<file path="src/rtl/if_id_skid_buffer.sv">
// IF/ID boundary buffer: small circular FIFO of {PC, instruction} pairs between fetch and decode.
// Fetch-side ready depends only on registered occupancy, so decode stalls back-pressure the PC.
module if_id_skid_buffer #(
   parameter int                   PC_W      = 64,
   parameter int                   INSTR_W   = 32,
   parameter int                   DEPTH     = 2,
   parameter logic [INSTR_W-1:0]   NOP_INSTR = 32'h00000013
) (
   input  logic                       clk_i,
   input  logic                       reset_i,
   input  logic                       fetch_valid_i,
   input  logic [PC_W-1:0]            fetch_pc_i,
   input  logic [INSTR_W-1:0]         fetch_instr_i,
   output logic                       fetch_ready_o,
   input  logic                       flush_i,
   output logic                       dec_valid_o,
   output logic [PC_W-1:0]            dec_pc_o,
   output logic [INSTR_W-1:0]         dec_instr_o,
   input  logic                       dec_ready_i,
   output logic [$clog2(DEPTH):0]     count_o
);

   localparam int PTR_W = $clog2(DEPTH);
   localparam int CNT_W = PTR_W + 1;

   logic [PC_W-1:0]    pc_mem_q    [DEPTH];
   logic [INSTR_W-1:0] instr_mem_q [DEPTH];

   logic [PTR_W-1:0]   wr_ptr_q, wr_ptr_d;
   logic [PTR_W-1:0]   rd_ptr_q, rd_ptr_d;
   logic [CNT_W-1:0]   count_q,  count_d;

   logic               push_s;
   logic               pop_s;
   logic               dec_valid_s;

   assign fetch_ready_o = (count_q < CNT_W'(DEPTH)) & reset_i;
   assign dec_valid_s   = (count_q != CNT_W'(0));
   assign push_s        = fetch_valid_i & fetch_ready_o & ~flush_i;
   assign pop_s         = dec_valid_s & dec_ready_i & ~flush_i;
   assign count_o       = count_q;
   assign dec_valid_o   = dec_valid_s;

   // Pointer and occupancy next-state; flush rewinds everything and suppresses push/pop.
   always_comb begin
      wr_ptr_d = wr_ptr_q;
      rd_ptr_d = rd_ptr_q;
      count_d  = count_q;
      if (flush_i) begin
         wr_ptr_d = PTR_W'(0);
         rd_ptr_d = PTR_W'(0);
         count_d  = CNT_W'(0);
      end else begin
         if (push_s) begin
            wr_ptr_d = wr_ptr_q + PTR_W'(1);
         end else begin
            wr_ptr_d = wr_ptr_q;
         end
         if (pop_s) begin
            rd_ptr_d = rd_ptr_q + PTR_W'(1);
         end else begin
            rd_ptr_d = rd_ptr_q;
         end
         case ({push_s, pop_s})
            2'b10:   count_d = count_q + CNT_W'(1);
            2'b01:   count_d = count_q - CNT_W'(1);
            default: count_d = count_q;
         endcase
      end
   end

   // Control state register with synchronous active-low reset.
   always_ff @(posedge clk_i) begin
      if (!reset_i) begin
         wr_ptr_q <= PTR_W'(0);
         rd_ptr_q <= PTR_W'(0);
         count_q  <= CNT_W'(0);
      end else begin
         wr_ptr_q <= wr_ptr_d;
         rd_ptr_q <= rd_ptr_d;
         count_q  <= count_d;
      end
   end

   // Entry storage; contents are don't-care after reset, so no reset term.
   always_ff @(posedge clk_i) begin
      if (push_s) begin
         pc_mem_q[wr_ptr_q]    <= fetch_pc_i;
         instr_mem_q[wr_ptr_q] <= fetch_instr_i;
      end
   end

   // Head presentation; an empty buffer shows a NOP bubble at PC 0.
   always_comb begin
      dec_pc_o    = {PC_W{1'b0}};
      dec_instr_o = NOP_INSTR;
      if (dec_valid_s) begin
         dec_pc_o    = pc_mem_q[rd_ptr_q];
         dec_instr_o = instr_mem_q[rd_ptr_q];
      end else begin
         dec_pc_o    = {PC_W{1'b0}};
         dec_instr_o = NOP_INSTR;
      end
   end

endmodule
</file>
<file path="config.mk">
export PLATFORM = sky130hd
export DESIGN_NAME = if_id_skid_buffer
export DESIGN_NICKNAME = d
export VERILOG_FILES = /design/src/rtl/if_id_skid_buffer.sv
export SDC_FILE = /design/constraint.sdc
export NUM_CORES = 1
export LEC_CHECK = 0
export CORE_MARGIN = 1
export CORE_UTILIZATION = 30
export DETAILED_ROUTE_END_ITERATION = 7
export GPL_ROUTABILITY_DRIVEN = 0
export HOLD_SLACK_MARGIN = 0.05
export SLEW_MARGIN = 0
export SYNTH_ARGS = -nofsm -noshare
export SYNTH_HDL_FRONTEND = slang
export SYNTH_SLANG_ARGS = --single-unit
</file>
<file path="constraint.sdc">
create_clock -name clk_i -period 10.9 [get_ports clk_i]
set_input_delay 1.09 -clock clk_i [delete_from_list [all_inputs] [get_ports clk_i]]
set_output_delay 1.09 -clock clk_i [all_outputs]
set_load 0.02 [all_outputs]
</file>
==> out/metrics.cfg, run 1 <==
[detailed_routing]
vias_per_cell = 4.41
wl_met1_um = 7130
wl_per_cell_um = 16.4
dr.pass1.iters = 4
drt_iter0_markers = 239
wl_met3_um = 833
postRouteAntennaNets = 0
routed_wl_um = 16000
top_layer = met4
drc = 0
wl_met2_um = 7890
vias = 4290

[global_routing]
antenna_found_initial = 0
grt_max_degree = 95
grt_use_total = 0.128
grt_pass1_wl_um = 25000
grt_pass1_vias = 4634
overflow = 0

[logic_synthesis]
synth_area_um2 = 7460
netlist_instances = 433
syn_avg_cell_area_um2 = 17.2
yosysSeqAreaShare = 0.786
syn_nets = 535
synthDistinctLibCells = 19
yosysWarnings = 0
synth-seq-cells = 197

[worst_hold_path]
hp-class = reg2reg
min_path_cells = 2

[floorplan]
die_area_um2 = 25500
die_w_um = 160
core_um2 = 24400
io-pin-count = 201
rows = 57
die_h_um = 160
start_util = 0.306

[clock_network]
tritoncts = done
clk_pin_slew_ns = 0.07
cts_made_buffers = 17
hold_buffers = 0
clockBufferDepth = 2
numClockSinks = 197
ctsResizeCount = 0
insertion_delay_ns = 0.42
root_buffer = clkbuf_16
cts_setup_buffers = 0
cts.htree.levels = 4

[timing]
skew_ns = 0.0149
finalHoldViolations = 0
worstMarginPinSlew_ns = 1.16
slew_headroom = 0.228
finalCriticalPeriod_ns = 4.29
period_share = 0.394
tns_ns = 0
rsz0062_at_grt = no
clock.fmax_ghz = 0.233
setup_viol = 0
slew_viol_final = 0

[critical_path]
reg2reg_depth = 3
path_class = reg2out
critPathMaxFanout = 66
critPathCaptureType = output port
cpMaxStageDelayCell = buf_4
crit_path_start_kind = register
arrival_ns = 3.20
cp.required_ns = 9.81
cp_slowest_stage_delay_ns = 0.98
path_cells = buf_4 -> mux2i_1 -> nor2_1 -> clkdlybuf4s50_1

[cells_and_area]
diodes = 0
layout-drive-gt1-share = 0.0570
fillers = 2257
utilization = 0.426
fin_nets = 738
area_growth_pct = 39.2

[placement]
dp_hpwl_um = 10100
port_buffers = 200

[pwr]
peakVddDrop_mv = 0.0929
p_leak_nw = 3.20
power.density_nw_per_um2 = 151

[status]
status = finished, final reports clean

[flow_run]
maxCapViolCount = 0

[metal layers]
layer,track usage,vias up
met2,0.217,135
met3,0.0364,7
met4,0.0302,0
met5,0,-
li1,-,2002
met1,0.161,2146
[final cells by class]
class / count / area [µm²] / share of cell area
inverters: 1 / 3.75 / 0.000362
clock inverters: 13 / 148 / 0.0142
well taps: 324 / 405 / 0.0390
clock buffers: 19 / 433 / 0.0417
multi-input cells: 214 / 1470 / 0.142
repair buffers: 205 / 2050 / 0.198
flip-flops and latches: 197 / 5870 / 0.565
[cells in the final DEF, fill, tap and decap left out]
| cell type | count |
|---|---|
| and3_4 | 1 |
| nand2b_1 | 1 |
| inv_6 | 2 |
| buf_4 | 4 |
| clkinvlp_4 | 2 |
| a21oi_1 | 1 |
| edfxtp_1 | 192 |
| nor2b_1 | 3 |
| o21ai_0 | 2 |
| inv_8 | 3 |
| nor2_1 | 98 |
| nor2_4 | 2 |
| bufinv_16 | 2 |
| dfxtp_4 | 1 |
| clkdlybuf4s50_1 | 200 |
| inv_1 | 1 |
| clkinv_4 | 1 |
| clkinv_1 | 2 |
| xor2_1 | 2 |
| or3_1 | 1 |
| clkbuf_16 | 17 |
| xnor2_1 | 2 |
| nand2_1 | 4 |
| buf_12 | 1 |
| ha_1 | 1 |
| dfxtp_1 | 4 |
| clkinv_2 | 1 |
| mux2i_1 | 96 |
| clkbuf_1 | 2 |
[cell families (layout without fill, tap and decap cells)]
kind of cell / after synthesis / in the layout / synth area share
AOI/OAI and AO/OA: 3 / 3 / 0.00201
xor gates and xnor gates: 4 / 4 / 0.00470
adders and majority gates: 1 / 1 / 0.00168
buffers and inverters: 22 / 238 / 0.0193
DFF: 197 / 197 / 0.786
muxes: 96 / 96 / 0.129
and+or+nand+nor: 110 / 110 / 0.0574
[critical path: cells and delay by family (launching register included)]
family        cells  cell delay [ns]
buf+inv           2             1.63
flops             1             0.72
simple gates      1             0.20
mux               1             0.18
[state kept, by name, summed over array words and instances, names as in the netlist, named ones only]
signal and count:
count_o 2, instr_mem_q 64, pc_mem_q 128, rd_ptr_q 1
wr_ptr_q 1
[report_power, final]
group | internal [mW] | leakage (nW) | switching (mW)
logic | 0.0499 | 1.13 | 0.0396
registers | 0.846 | 1.79 | 0.00392
clock network | 0.343 | 0.279 | 0.282
total | 1.24 | 3.20 | 0.326
[final timing paths]
| path | from | endpoint | slack [ns] |
|---|---|---|---|
| min reg2reg | rd_ptr_q | rd_ptr_q | 0.52 |
| min | rd_ptr_q | rd_ptr_q | 0.52 |
| max | register | dec_instr_o[11] | 6.61 |
| max reg2reg | count_o[1] | pc_mem_q[1][39] | 8.39 |
[cell usage after synthesis, drive strengths merged]
| cell type | count | share of area |
|---|---|---|
| a21oi | 1 | 0.00067 |
| and3 | 1 | 0.00084 |
| buf | 18 | 0.017 |
| clkbuf | 3 | 0.0015 |
| dfxtp | 5 | 0.013 |
| edfxtp | 192 | 0.77 |
| ha | 1 | 0.0017 |
| inv | 1 | 0.00050 |
| mux2i | 96 | 0.13 |
| nand2 | 4 | 0.0020 |
| nand2b | 1 | 0.00084 |
| nor2 | 100 | 0.050 |
| nor2b | 3 | 0.0025 |
| o21ai | 2 | 0.0013 |
| or3 | 1 | 0.00084 |
| xnor2 | 2 | 0.0023 |
| xor2 | 2 | 0.0023 |
[through the flow]
step	hold WS, ns	area (µm²)	cells	total power [mW]	setup slack (ns)
2_1_floorplan	0.472	7460	433	0.896	4.96
3_3_place_gp	0.483	9780	940	0.954	6.74
3_5_place_dp	0.505	9780	940	0.957	6.61
4_1_cts	0.522	10400	972	1.58	6.47
5_1_grt	0.554	10400	973	1.62	6.35
6_report	0.516	10400	973	1.56	6.61
Power figures use the tool's default switching activity.
==> run 2: changes to the inputs <==
clock period = 4.15 ns   (was 10.9 ns; I/O delays follow)
==> run 2 against run 1 <==
  * Die area stayed put
  * Largest power group unchanged
  * Design area is 0.13% higher
  * Critical endpoint is now dec_instr_o[7]
  * Combinational power rose to 2.6 times the previous value
  * Register-to-register slack worse by 6.3 ns
  * Clock skew decreased by 0.0020 ns
  * Cell count rose by 0.21%
  * Total power rose to 2.6 times the previous value
  * Largest cell class unchanged
==> out/metrics.cfg, run 2 (synthesis results as in run 1) <==
[cells_and_area]
largest_reg_flops = 128  ; unchanged
layout-drive-gt1-share = 0.0645  ; +0.00751
top_register = pc_mem_q
fillers = 2235  ; -0.97%
utilization = 0.426  ; +0.000565
diodes = 0  ; unchanged
multi_input_area_um2 = 1470  ; unchanged
register_area_um2 = 5870  ; unchanged
fin_nets = 740  ; +0.27%
area_growth_pct = 39.3
final_cell_mix = clkdlybuf4s50_1, edfxtp_1, nor2_1, mux2i_1, clkbuf_16
layout_commonest_cell = clkdlybuf4s50_1

[critical_path]
critPathTopFamily = buffers and inverters
crit_buf_inv = 2  ; unchanged
cp.required_ns = 3.73  ; -6.08 ns
critPathCaptureType = output port
cp_slowest_stage_delay_ns = 0.56  ; -0.42 ns
path_cells = nor2_4 -> buf_4 -> nor2_1 -> clkdlybuf4s50_1
critPathMaxFanout = 38  ; -42%
arrival_ns = 2.59  ; -0.61 ns
path_class = reg2out
crit_path_start_kind = register
cpMaxStageDelayCell = clkdlybuf4s50_1

[floorplan]
core_um2 = 24400  ; unchanged
rows = 57  ; unchanged
io-pin-count = 201  ; unchanged
die_area_um2 = 25500  ; unchanged
start_util = 0.306  ; unchanged
die_w_um = 160  ; unchanged
die_h_um = 160  ; unchanged

[clock_network]
cts_setup_buffers = 0  ; unchanged
hold_buffers = 0  ; unchanged
insertion_delay_ns = 0.42  ; about the same
cts_made_buffers = 17  ; unchanged
clockBufferDepth = 2  ; unchanged
root_buffer = clkbuf_16
numClockSinks = 197  ; unchanged
tritoncts = done
ctsResizeCount = 0  ; unchanged
clk_pin_slew_ns = 0.08  ; about the same
cts.htree.levels = 4  ; unchanged

[timing]
clock.fmax_ghz = 0.333
rsz0062_at_grt = no
slew_headroom = 0.470  ; +0.242
setup_viol = 0  ; unchanged
skew_ns = 0.0129  ; -0.00205 ns
period_share = 0.724
finalHoldViolations = 0  ; unchanged
worstMarginPinSlew_ns = 0.795  ; -0.363 ns
tns_ns = 0  ; unchanged
slew_viol_final = 0  ; unchanged
finalCriticalPeriod_ns = 3.00

[placement]
port_buffers = 200  ; unchanged
dp_hpwl_um = 10300  ; +2.1%

[pwr]
pwr-share-comb = 0.058  ; about the same
netSwitchingFraction = 0.213  ; +0.00498
peakVddDrop_mv = 0.218  ; +140%
pwr-share-seq = 0.553  ; +0.010
power.switching_uw = 859  ; +160%
pwr-share-clk = 0.389  ; -0.011
internal-power_mw = 3.17  ; +160%
p_leak_nw = 3.21  ; +0.40%
power.density_nw_per_um2 = 388  ; +160%

[global_routing]
grt_pass1_wl_um = 23800  ; -5.0%
grt_pass1_vias = 4427  ; -4.5%
overflow = 0  ; unchanged
antenna_found_initial = 0  ; unchanged
grt_max_degree = 60  ; -37%
grt_use_total = 0.122  ; -0.00622

[detailed_routing]
dr.pass1.iters = 4  ; unchanged
drc = 0  ; unchanged
vias = 4212  ; -1.8%
wl_per_cell_um = 15.7  ; -4.4%
vias_per_cell = 4.32  ; -2.0%
routed_wl_um = 15300  ; -4.2%
postRouteAntennaNets = 0  ; unchanged
drt_iter0_markers = 192  ; -20%

[status]
status = finished, final reports clean

[flow_run]
maxCapViolCount = 0  ; unchanged

[worst_hold_path]
hp-class = reg2reg

-- run 2: cell types whose count changed in the layout (fill, tap and decap cells not counted), sizes merged --
cell | previous run | this run
buf | 5 | 7
bufinv | 2 | 0
inv | 6 | 8
clkinv | 4 | 5
clkinvlp | 2 | 1
-- run 2: through the flow --
stage | total power [mW] | instances | instance area, µm² | hold slack (ns) | worst slack, ns
global route | 4.18 | 975 | 10400 | 0.553 | 0.920
global placement | 2.51 | 943 | 9830 | 0.487 | 1.59
finish | 4.03 | 975 | 10400 | 0.523 | 1.15
floorplan | 2.35 | 433 | 7460 | 0.472 | 0.499
CTS | 4.09 | 975 | 10400 | 0.525 | 1.07
detailed placement | 2.51 | 943 | 9830 | 0.506 | 1.55
-- run 2: cell type report --
class,count,share of cell area
multi-input cells,214,0.142
clock inverters,13,0.0110
inverters,1,0.000361
flip-flops and latches,197,0.565
clock buffers,19,0.0436
well taps,324,0.0390
repair buffers,207,0.200
-- run 2: path summary, 6_finish.rpt --
kind / from / end / slack (ns) / depth (start not counted)
max: count_o[1] / dec_instr_o[7] / 1.15 / 4
min: rd_ptr_q / rd_ptr_q / 0.52 / 2
max reg2reg: count_o[1] / pc_mem_q[1][51] / 2.05 / 3
min reg2reg: rd_ptr_q / rd_ptr_q / 0.52 / 2
-- run 2: worst min-delay path, cell delays in order (launching register included) --
cell and delay (ns):
dfxtp_1 0.33, xor2_1 0.08, nor2_1 0.08
-- run 2: power by group through the flow --
stage / combinational, mW / clock (mW) / sequential (mW)
after floorplan: 0.0750 / 0 / 2.28
after global placement: 0.231 / 0 / 2.27
after detailed placement: 0.236 / 0 / 2.28
after CTS: 0.238 / 1.62 / 2.23
after global routing: 0.251 / 1.69 / 2.23
final: 0.233 / 1.57 / 2.23
-- run 2: routing by layer --
metal | GRT usage | routed length (µm)
met1 | 0.155 | 6780
met2 | 0.199 | 7360
met3 | 0.0348 | 995
met4 | 0.0393 | 165
met5 | 0 | 0
==> run 3: changes to the inputs <==
clock period = 3.1 ns   (was 4.15 ns; I/O delays follow)
==> run 3 against run 2 <==
  * Sequential power rose by 34%
  * Combinational power grew 34%
  * First-iteration DRC count shrank 14%
  * Global-route usage is essentially flat
  * Utilization up 0.29 points
  * Largest cell class unchanged
  * Design area is 0.69% higher
  * Register-to-register slack got worse by 0.89 ns
  * Hold slack lost 0.069 ns
  * Clock power up 36%
  * Non-clock buffer count rose by 3
  * Cell count rose by 0.41%
  * Critical endpoint is now dec_instr_o[11]
  * Wire length decreased by 0.83%
==> out/metrics.cfg, run 3 (synthesis results as in run 1) <==
[detailed_routing]
routed_wl_um = 15200  ; -0.83%
vias_per_cell = 4.33  ; +0.14%
wl_per_cell_um = 15.5  ; -1.2%
wl_met2_um = 7350  ; -0.23%
drc = 0  ; unchanged
dr.pass1.iters = 4  ; unchanged
postRouteAntennaNets = 0  ; unchanged
drt_iter0_markers = 166  ; -14%
vias = 4235  ; +0.55%
top_layer = met4
wl_met1_um = 6470  ; -4.4%
wl_met3_um = 1210  ; +22%

[critical_path]
path_class = reg2out
r2r-start = count_o[1]
arrival_ns = 2.42  ; -0.17 ns
critPathTopFamily = buffers and inverters
cpMaxStageDelayCell = dfxtp_4
critPathCaptureType = output port
path_cells = buf_12 -> mux2i_1 -> nor2_1 -> clkdlybuf4s50_1
cp.required_ns = 2.79  ; -0.94 ns
reg2reg_depth = 4  ; +1
cp_slowest_stage_delay_ns = 0.69  ; +0.13 ns
crit_buf_inv = 2  ; unchanged
critPathMaxFanout = 36  ; -5.3%
crit_path_start_kind = register
crit_cells = 4  ; unchanged

[flow_run]
maxCapViolCount = 0  ; unchanged

[status]
status = finished, final reports clean

[placement]
dp_hpwl_um = 10100  ; -1.6%
place_area_um2 = 9880  ; +0.48%
port_buffers = 200  ; unchanged

[clock_network]
numClockSinks = 197  ; unchanged
hold_buffers = 0  ; unchanged
cts_setup_buffers = 0  ; unchanged
cts_made_buffers = 17  ; unchanged
insertion_delay_ns = 0.43  ; about the same
ctsResizeCount = 0  ; unchanged
cts.htree.levels = 4  ; unchanged
root_buffer = clkbuf_16
clk_pin_slew_ns = 0.08  ; about the same
tritoncts = done
clockBufferDepth = 2  ; unchanged

[global_routing]
grt_max_degree = 59  ; -1.7%
antenna_found_initial = 1  ; +1
overflow = 0  ; unchanged
grt_use_total = 0.121  ; -0.000204
grt_pass1_wl_um = 23600  ; -0.58%
grt_pass1_vias = 4476  ; +1.1%

[timing]
rsz0062_at_grt = no
worstMarginPinSlew_ns = 0.742  ; -0.0537 ns
clock.fmax_ghz = 0.366
slew_headroom = 0.506  ; +0.0358
slew_viol_final = 0  ; unchanged
period_share = 0.880
finalHoldViolations = 0  ; unchanged
finalCriticalPeriod_ns = 2.73
setup_viol = 0  ; unchanged
tns_ns = 0  ; unchanged
skew_ns = 0.0150  ; +0.00211 ns

[cells_and_area]
top_register = pc_mem_q
final_cell_mix = clkdlybuf4s50_1, edfxtp_1, nor2_1, mux2i_1, clkbuf_16
fin_area_um2 = 10500  ; +0.69%
layout_commonest_cell = clkdlybuf4s50_1
fillers = 2194  ; -1.8%
fin_nets = 743  ; +0.41%
layout-drive-gt1-share = 0.0688  ; +0.00429
area_growth_pct = 40.3
largest_reg_flops = 128  ; unchanged

[floorplan]
die_area_um2 = 25500  ; unchanged
io-pin-count = 201  ; unchanged
rows = 57  ; unchanged
start_util = 0.306  ; unchanged
core_um2 = 24400  ; unchanged
die_w_um = 160  ; unchanged
die_h_um = 160  ; unchanged

[worst_hold_path]
min_from = fetch_pc_i[44]
hp-class = in2reg
min_path_cells = 1  ; -1

[pwr]
power.density_nw_per_um2 = 519  ; +34%
p_leak_nw = 3.24  ; +0.92%
peakVddDrop_mv = 0.308  ; +41%

run 3: where the power goes:
part | internal [mW] | switching, mW
Combinational | 0.176 | 0.137
Sequential | 2.97 | 0.0134
Clock | 1.08 | 1.05
run 3: worst reg2reg max path: stages, from the launching register on:
cell and delay (ns):
dfxtp_1 0.40, nor2b_1 0.26, nand2_1 0.16, nor2_4 0.11
buf_4 0.56
run 3: per-layer routing:
metal	vias up	track usage
met1	2065	0.149
met2	149	0.198
met3	8	0.0444
met5	-	0
met4	0	0.0389
li1	2013	-
run 3: final cells by class:
class	count	area (µm²)	area share
Tap cell	324	405	0.0387
Multi-Input combinational cell	214	1470	0.141
Sequential cell	197	5870	0.561
Inverter	1	3.75	0.000359
Antenna cell	1	2.50	0.000239
Clock buffer	17	425	0.0406
Clock inverter	15	163	0.0155
Timing Repair Buffer	210	2130	0.203
run 3: final timing paths:
check	endpoint	slack, ns
setup / recovery	dec_instr_o[11]	0.37
hold / removal	pc_mem_q[1][44]	0.45
setup reg to reg	pc_mem_q[0][5]	1.16
hold reg to reg	register	0.53
run 3: per-stage QoR:
stage / setup slack [ns] / util / power [mW] / instances / hold WS [ns]
after global placement: 0.841 / 0.405 / 3.35 / 946 / 0.494
after CTS: 0.345 / 0.429 / 5.50 / 978 / 0.433
final: 0.371 / 0.429 / 5.44 / 979 / 0.454
after global routing: 0.220 / 0.429 / 5.63 / 978 / 0.431
after detailed placement: 0.823 / 0.405 / 3.36 / 946 / 0.517
after floorplan: 0.510 / - / 3.15 / 433 / 0.409
